**src/rtl/core_seq_ctrl.sv**
```systemverilog
// Core sequencer: steps IF/ID/EX/MEM/WB/TRAP, bounds bus waits with a timeout,
// latches the fetched instruction, flags access faults and counts retirements.
module core_seq_ctrl #(
    parameter int unsigned TIMEOUT = 255
) (
    input  logic        clk,
    input  logic        rst,
    input  logic [31:0] ins_rdata,
    input  logic        biu_ack,
    input  logic        biu_err,
    input  logic        dec_load,
    input  logic        dec_store,
    input  logic        ill_ins,
    input  logic        env_call,
    input  logic        break_point,
    input  logic        ins_addr_mis,
    input  logic        addr_mis,
    input  logic        timer_int_acc,
    input  logic        ext_int_acc,
    input  logic        soft_int_acc,
    output logic [2:0]  statu,
    output logic        if_req,
    output logic        mem_req,
    output logic        mem_we,
    output logic [31:0] ins,
    output logic        ins_acc_fault,
    output logic        load_acc_fault,
    output logic [31:0] retire_cnt
);

    localparam int unsigned XLEN   = 32;
    localparam int unsigned WAIT_W = 8;
    localparam logic [WAIT_W-1:0] WAIT_MAX = WAIT_W'(TIMEOUT);

    typedef enum logic [2:0] {
        S_IF   = 3'b000,
        S_ID   = 3'b001,
        S_EX   = 3'b010,
        S_WB   = 3'b011,
        S_TRAP = 3'b100,
        S_MEM  = 3'b101
    } state_e;

    state_e            state_q, state_d;
    logic [WAIT_W-1:0] wait_q, wait_d;
    logic [XLEN-1:0]   ins_q, ins_d;
    logic [XLEN-1:0]   retire_q, retire_d;
    logic              ins_fault_q, ins_fault_d;
    logic              load_fault_q, load_fault_d;
    logic              timeout_c;

    assign timeout_c      = (wait_q == WAIT_MAX);
    assign statu          = state_q;
    assign ins            = ins_q;
    assign retire_cnt     = retire_q;
    assign ins_acc_fault  = ins_fault_q;
    assign load_acc_fault = load_fault_q;

    // State, wait counter, instruction latch, fault flags and retire counter.
    always_ff @(posedge clk or posedge rst) begin
        if (rst) begin
            state_q      <= S_IF;
            wait_q       <= '0;
            ins_q        <= '0;
            retire_q     <= '0;
            ins_fault_q  <= 1'b0;
            load_fault_q <= 1'b0;
        end else begin
            state_q      <= state_d;
            wait_q       <= wait_d;
            ins_q        <= ins_d;
            retire_q     <= retire_d;
            ins_fault_q  <= ins_fault_d;
            load_fault_q <= load_fault_d;
        end
    end

    // Next-state and request decode; wait counter restarts on every state change.
    always_comb begin
        state_d      = state_q;
        wait_d       = '0;
        ins_d        = ins_q;
        retire_d     = retire_q;
        ins_fault_d  = ins_fault_q;
        load_fault_d = load_fault_q;
        if_req       = 1'b0;
        mem_req      = 1'b0;
        mem_we       = 1'b0;

        case (state_q)
            S_IF: begin
                if (ins_addr_mis) begin
                    state_d = S_TRAP;
                end else begin
                    if_req = 1'b1;
                    if (biu_err) begin
                        ins_fault_d = 1'b1;
                        state_d     = S_TRAP;
                    end else if (biu_ack) begin
                        ins_d   = ins_rdata;
                        state_d = S_ID;
                    end else if (timeout_c) begin
                        ins_fault_d = 1'b1;
                        state_d     = S_TRAP;
                    end else begin
                        wait_d = wait_q + WAIT_W'(1);
                    end
                end
            end
            S_ID: begin
                state_d = (ill_ins | env_call | break_point) ? S_TRAP : S_EX;
            end
            S_EX: begin
                if ((dec_load | dec_store) & addr_mis) begin
                    state_d = S_TRAP;
                end else if (dec_load | dec_store) begin
                    state_d = S_MEM;
                end else begin
                    state_d = S_WB;
                end
            end
            S_MEM: begin
                mem_req = 1'b1;
                mem_we  = dec_store;
                if (biu_err) begin
                    load_fault_d = 1'b1;
                    state_d      = S_TRAP;
                end else if (biu_ack) begin
                    state_d = S_WB;
                end else if (timeout_c) begin
                    load_fault_d = 1'b1;
                    state_d      = S_TRAP;
                end else begin
                    wait_d = wait_q + WAIT_W'(1);
                end
            end
            S_WB: begin
                retire_d = retire_q + XLEN'(1);
                state_d  = (timer_int_acc | ext_int_acc | soft_int_acc) ? S_TRAP : S_IF;
            end
            S_TRAP: begin
                ins_fault_d  = 1'b0;
                load_fault_d = 1'b0;
                state_d      = S_IF;
            end
            default: begin
                state_d = S_IF;
            end
        endcase

        // Bus requests are held off for as long as reset is asserted.
        if (rst) begin
            if_req  = 1'b0;
            mem_req = 1'b0;
            mem_we  = 1'b0;
        end
    end

endmodule

```
**config.mk**
```make
export PLATFORM = sky130hd
export DESIGN_NAME = core_seq_ctrl
export DESIGN_NICKNAME = d
export VERILOG_FILES = /design/src/rtl/core_seq_ctrl.sv
export SDC_FILE = /design/constraint.sdc
export NUM_CORES = 1
export LEC_CHECK = 0
export BUFFER_PORTS_ARGS = -buffer_cell sky130_fd_sc_hd__buf_2
export CORE_ASPECT_RATIO = 2
export CORE_MARGIN = 1
export CORE_UTILIZATION = 28
export CTS_CLUSTER_DIAMETER = 80
export DETAILED_ROUTE_END_ITERATION = 8
export MAX_ROUTING_LAYER = met4
export PLACE_DENSITY = 0.57
export SETUP_SLACK_MARGIN = 0.02
export SLEW_MARGIN = 10
export SYNTH_ARGS = -nofsm -noshare
export SYNTH_HDL_FRONTEND = slang
export SYNTH_SLANG_ARGS = --single-unit
```
**constraint.sdc**
```tcl
create_clock -name clk -period 3.5 [get_ports clk]
set_clock_uncertainty 0.15 [all_clocks]
set_input_delay 0.35 -clock clk [delete_from_list [all_inputs] [get_ports clk]]
set_output_delay 0.35 -clock clk [all_outputs]
set_load 0.02 [all_outputs]
```
# Word-level counts from Yosys, hierarchy flattened
# Cells that the tools add are included.
dict set report classes {
  eq_ne 11
  bitwise 8
  add_sub_neg 2
  muxes 29
  reduce_logical 6
}
# cell count
set ops {}
lappend ops {{$add 32x1->32 const B} 1}
lappend ops {{$mux 8} 4}
lappend ops {{$mux 3} 10}
lappend ops {{$pmux 8 s2} 1}
lappend ops {{$pmux 3 s5} 1}
lappend ops {{$ne 3x3->1 const B} 4}
lappend ops {{$mux 1} 11}
lappend ops {{$add 8x1->8 const B} 1}
lappend ops {{$eq 8x8->1 const B} 1}
lappend ops {{$reduce_and 4->1} 2}
lappend ops {{$eq 3x2->1 const B} 2}
lappend ops {{$eq 3x3->1 const B} 2}
lappend ops {{$or 1x1->1} 5}
lappend ops {{$pmux 1 s2} 2}
lappend ops {{$reduce_bool 2->1} 2}
lappend ops {{$eq 3x1->1 const B} 1}
lappend ops {{$logic_not 3->1} 1}
lappend ops {{$reduce_and 3->1} 1}
lappend ops {{$ne 2x2->1 const B} 1}
lappend ops {{$not 1->1} 2}
lappend ops {{$and 1x1->1} 1}
dict set report word_totals {
  regBits 77
  inputBits 46
  output_inout_bits 72
  elab_cells 62
}

# Depth between registers and ports, before layout
dict set report logic_depth {
  word_depth 6
  depth_mapped 7
  depth_no_buf 5
}

# Least setup slack after synthesis
# Ideal clock, no wire load.
dict set report synth_path {
  path_type {input to output}
  from {input port rst}
  to {output port if_req}
  arrival_time_ps 2372
  path_buffers 0
  slack_ps 628
  required_ps 3000
  cell_stages 2
  cell_sequence {inv_1 -> and2_1}
}
dict set report synth_via {
  elab_chain_cells 1
}
# item line
set synth_lines {}
lappend synth_lines {{start: declaration} 7} ;# input logic rst,
lappend synth_lines {{$mux 1} 152} ;# if (rst) begin
lappend synth_lines {{end: declaration} 22} ;# output logic if_req,
# No other way between the ends.

# Worst setup path after layout
# Ends and elaborated chain as after synthesis.

==> flow_summary_export.csv <==
group,metric,value,unit
timing,max_slew.worst_pin.slew,0.8570,ns
routing,wire_per_inst,14.92,µm
hold_path,hp-class,"primary input to flop",
timing,slew_headroom,42.12,%
routing,vias_per_cell,4.685,
timing,fin_crit_sh,70.95,%
placed_design,port_buffers,117,
placed_design,place_congestion,0.7833,
worst_setup_path,crit_path_end_kind,"output port",
global_routing,grt_pass1_vias,2703,
worst_setup_path,required,3.00,ns
synth,synth_area_leaders,"dfrtp_1 57%, mux2_2 10%, xor2_1 6.5%, xnor2_1 2.8%, nand2_1 2.3%",
clock_tree,cts_sinks,77,
timing,period_needed,2.483,ns
timing,max_freq,402.7,MHz
power_and_ir_drop,seq_power_share,41.1,%
layout,stdcell_count,552,
global_routing,grt-ovfl-total,0,
layout,fin_area,4434,µm²
layout,synthToLayoutAreaGrowth,30.63,%
placed_design,dp.cells,536,
routing,dr_total_vias,2586,
clock_tree,numCtsBuffers,9,
routing,finalWirelength,8235,µm
power_and_ir_drop,internal_power,2.008,mW
timing,setup_tns,0,ns
synth,synth_cells,282,
placed_design,place_area,4124,µm²
power_and_ir_drop,p_leak,2.267,nW
timing,setup_viol,0,
clock_tree,post-cts-setup-buffers,0,
global_routing,antenna_found_initial,0,
layout,diodes,0,
power_and_ir_drop,p_sw_share,32.44,%
run,maxCapViolCount,0,
layout,drive_above_1_share,42.75,%
synth,postSynth.asyncResetShare,100.0,%
synth,yosys_register_bits,77,
power_and_ir_drop,ir_worst_vdd,0.2904,mV
timing,hold_viol_final,0,
clock_tree,cts.path.max_buffers,2,
worst_setup_path,startpoint_type,"primary input",
power_and_ir_drop,p_comb_share,27.8,%
timing,holdWs,0.08461,ns
synth,synth_nets,330,
timing,rsz0062_at_grt,"false",
synth,yosysTopAreaCell,"dfrtp_1",
global_routing,grt_max_degree,43,
clock_tree,cts_tree,"done",
synth,synth_edf_count,0,
power_and_ir_drop,p_switching,0.9643,mW
worst_setup_path,crit_fanout,37,
clock_tree,clk_latency,0.33,ns
run_status,outcome,"complete, no violations",
routing,initialDrtViolationCount,104,
synth,synthFlopType,"dfrtp_1",
placed_design,hpwlAfterDp,6248,µm
clock_tree,htreeDepth,3,
worst_setup_path,critical_path_class,"primary input to output port",
synth,syn_area,3395,µm²
die,coreArea,11770,µm²
synth,yosysWarningCount,0,
clock_tree,clkTransAtPathRegs,0.06,ns
routing,drt_first_pass_iters,4,
synth,ys_seq_area_share,56.76,%
die,die_area,12590,µm²
timing,finalMaxSlewViolations,0,
clock_tree,clockRootBuffer,"clkbuf_16",
routing,drtAntennaViolNets,0,
die,die_w,79.86,µm
die,row_count,56,
die,die_y,157.7,µm
synth,synth_cell_type_count,43,
layout,final_util,37.67,%
die,initial_core_util,28.84,%
synth,synth_top_area_share,56.76,%
die,io_pins,118,
routing,route.detailed.drc,0,
clock_tree,cts_resized,0,
power_and_ir_drop,powerDensity,670.3,nW/µm²
global_routing,grt_pass1_wl,13100,µm
synth,synth_area_per_cell,12.04,µm²
power_and_ir_drop,clockPowerShare,31.1,%
clock_tree,cts-hold-fix-buffers,1,
global_routing,grtUsageTotal,14.33,%
worst_setup_path,worstPathArrival,1.98,ns
layout,final_nets,451,
[metal layers]
metal / part of all wire (%) / global-route usage, % / routed length (µm) / vias to the layer above
met3: 4.4 / 3.977 / 366 / 23
met1: 34 / 12.95 / 2799 / 1268
met5: 0 / - / 0 / -
li1: - / - / - / 1217
met4: 4.1 / 7.908 / 337 / 0
met2: 57 / 26.25 / 4731 / 78
[stage by stage]
stage                     worst slack [ns]  power, mW
after floorplan                     0.6284      1.754
after global placement               1.102      2.056
after detailed placement             1.049      2.081
after CTS                           0.9165      3.029
after global routing                0.8180      3.134
final                                1.017      2.972
[layout make-up]
type	count	area, µm²
multi-input cells	187	1384
clock inverters	5	61.31
well taps	145	181.4
inverters	8	31.28
clock buffers	10	239.0
flip-flops and latches	77	1927
fillers	1225	7337
repair buffers	120	610.6
[power groups by stage]
stage          logic [mW]  registers (mW)  clock network (mW)
2_1_floorplan       0.277            1.48                   0
3_3_place_gp        0.832            1.22                   0
3_5_place_dp        0.842            1.24                   0
4_1_cts             0.845            1.22               0.963
5_1_grt             0.889            1.25               0.996
6_report            0.827            1.22               0.924
[cell usage after synthesis (all sizes together), types with 2 or more instances]
master,n
and2,5
a21oi,3
nor4,10
and4,3
nand2,21
dfrtp,77
xor2,25
mux2,33
or3,2
nor2,16
nand4,7
buf,7
nand3,7
o31ai,2
inv,8
o21ai,6
nor3,13
or2,2
clkbuf,3
nor2b,2
and3,4
xnor2,11
ha,2
[worst max-delay path, stage by stage]
cell           delay [ns]
dlygate4sd3_1        0.52
buf_2                0.11
clkinv_2             0.49
and2_1               0.35
buf_2                0.16
[layout by cell type, fill, tap and decap left out, types with 4 or more instances in the layout]
master     instances
and2_1             5
and3_1             4
buf_2            117
clkbuf_16          9
dfrtp_1           77
inv_1              7
mux2_2            31
nand2_1           21
nand3_1            7
nand4_1            6
nor2_1            16
nor3_1            13
nor4_1             6
o21ai_0            6
xnor2_1           11
xor2_1            25
[flip-flops by register name, summed over array words and instances (netlist names)]
signal and cells:
load_acc_fault 1, ins_acc_fault 1, retire_cnt 32, statu 3, wait_q 8, ins 32
[path summary, 6_finish.rpt]
kind	endpoint	depth (start not counted)	startpoint	slack [ns]
worst max-delay path	if_req	5	rst	1.02
worst min-delay path	ins[24]	2	ins_rdata[24]	0.08
worst max register to register	retire_cnt[17]	4	statu[2]	1.05
worst min register to register	retire_cnt[31]	1	retire_cnt[31]	0.31
max in group asynchronous	wait_q[7]	4	rst	1.74
min in group asynchronous	statu[1]	3	rst	0.48
[cell families (layout without fill, tap and decap cells)]
family / after synthesis / count (layout) / synth area share [%]
compound gates: 19 / 19 / 3.576
fa+ha+maj: 2 / 2 / 0.7371
simple gates: 97 / 97 / 16.22
xor+xnor: 36 / 36 / 9.289
flops: 77 / 77 / 56.76
mux: 33 / 33 / 10.95
buf+inv: 18 / 143 / 2.470
(Power assumes the default switching activity.)
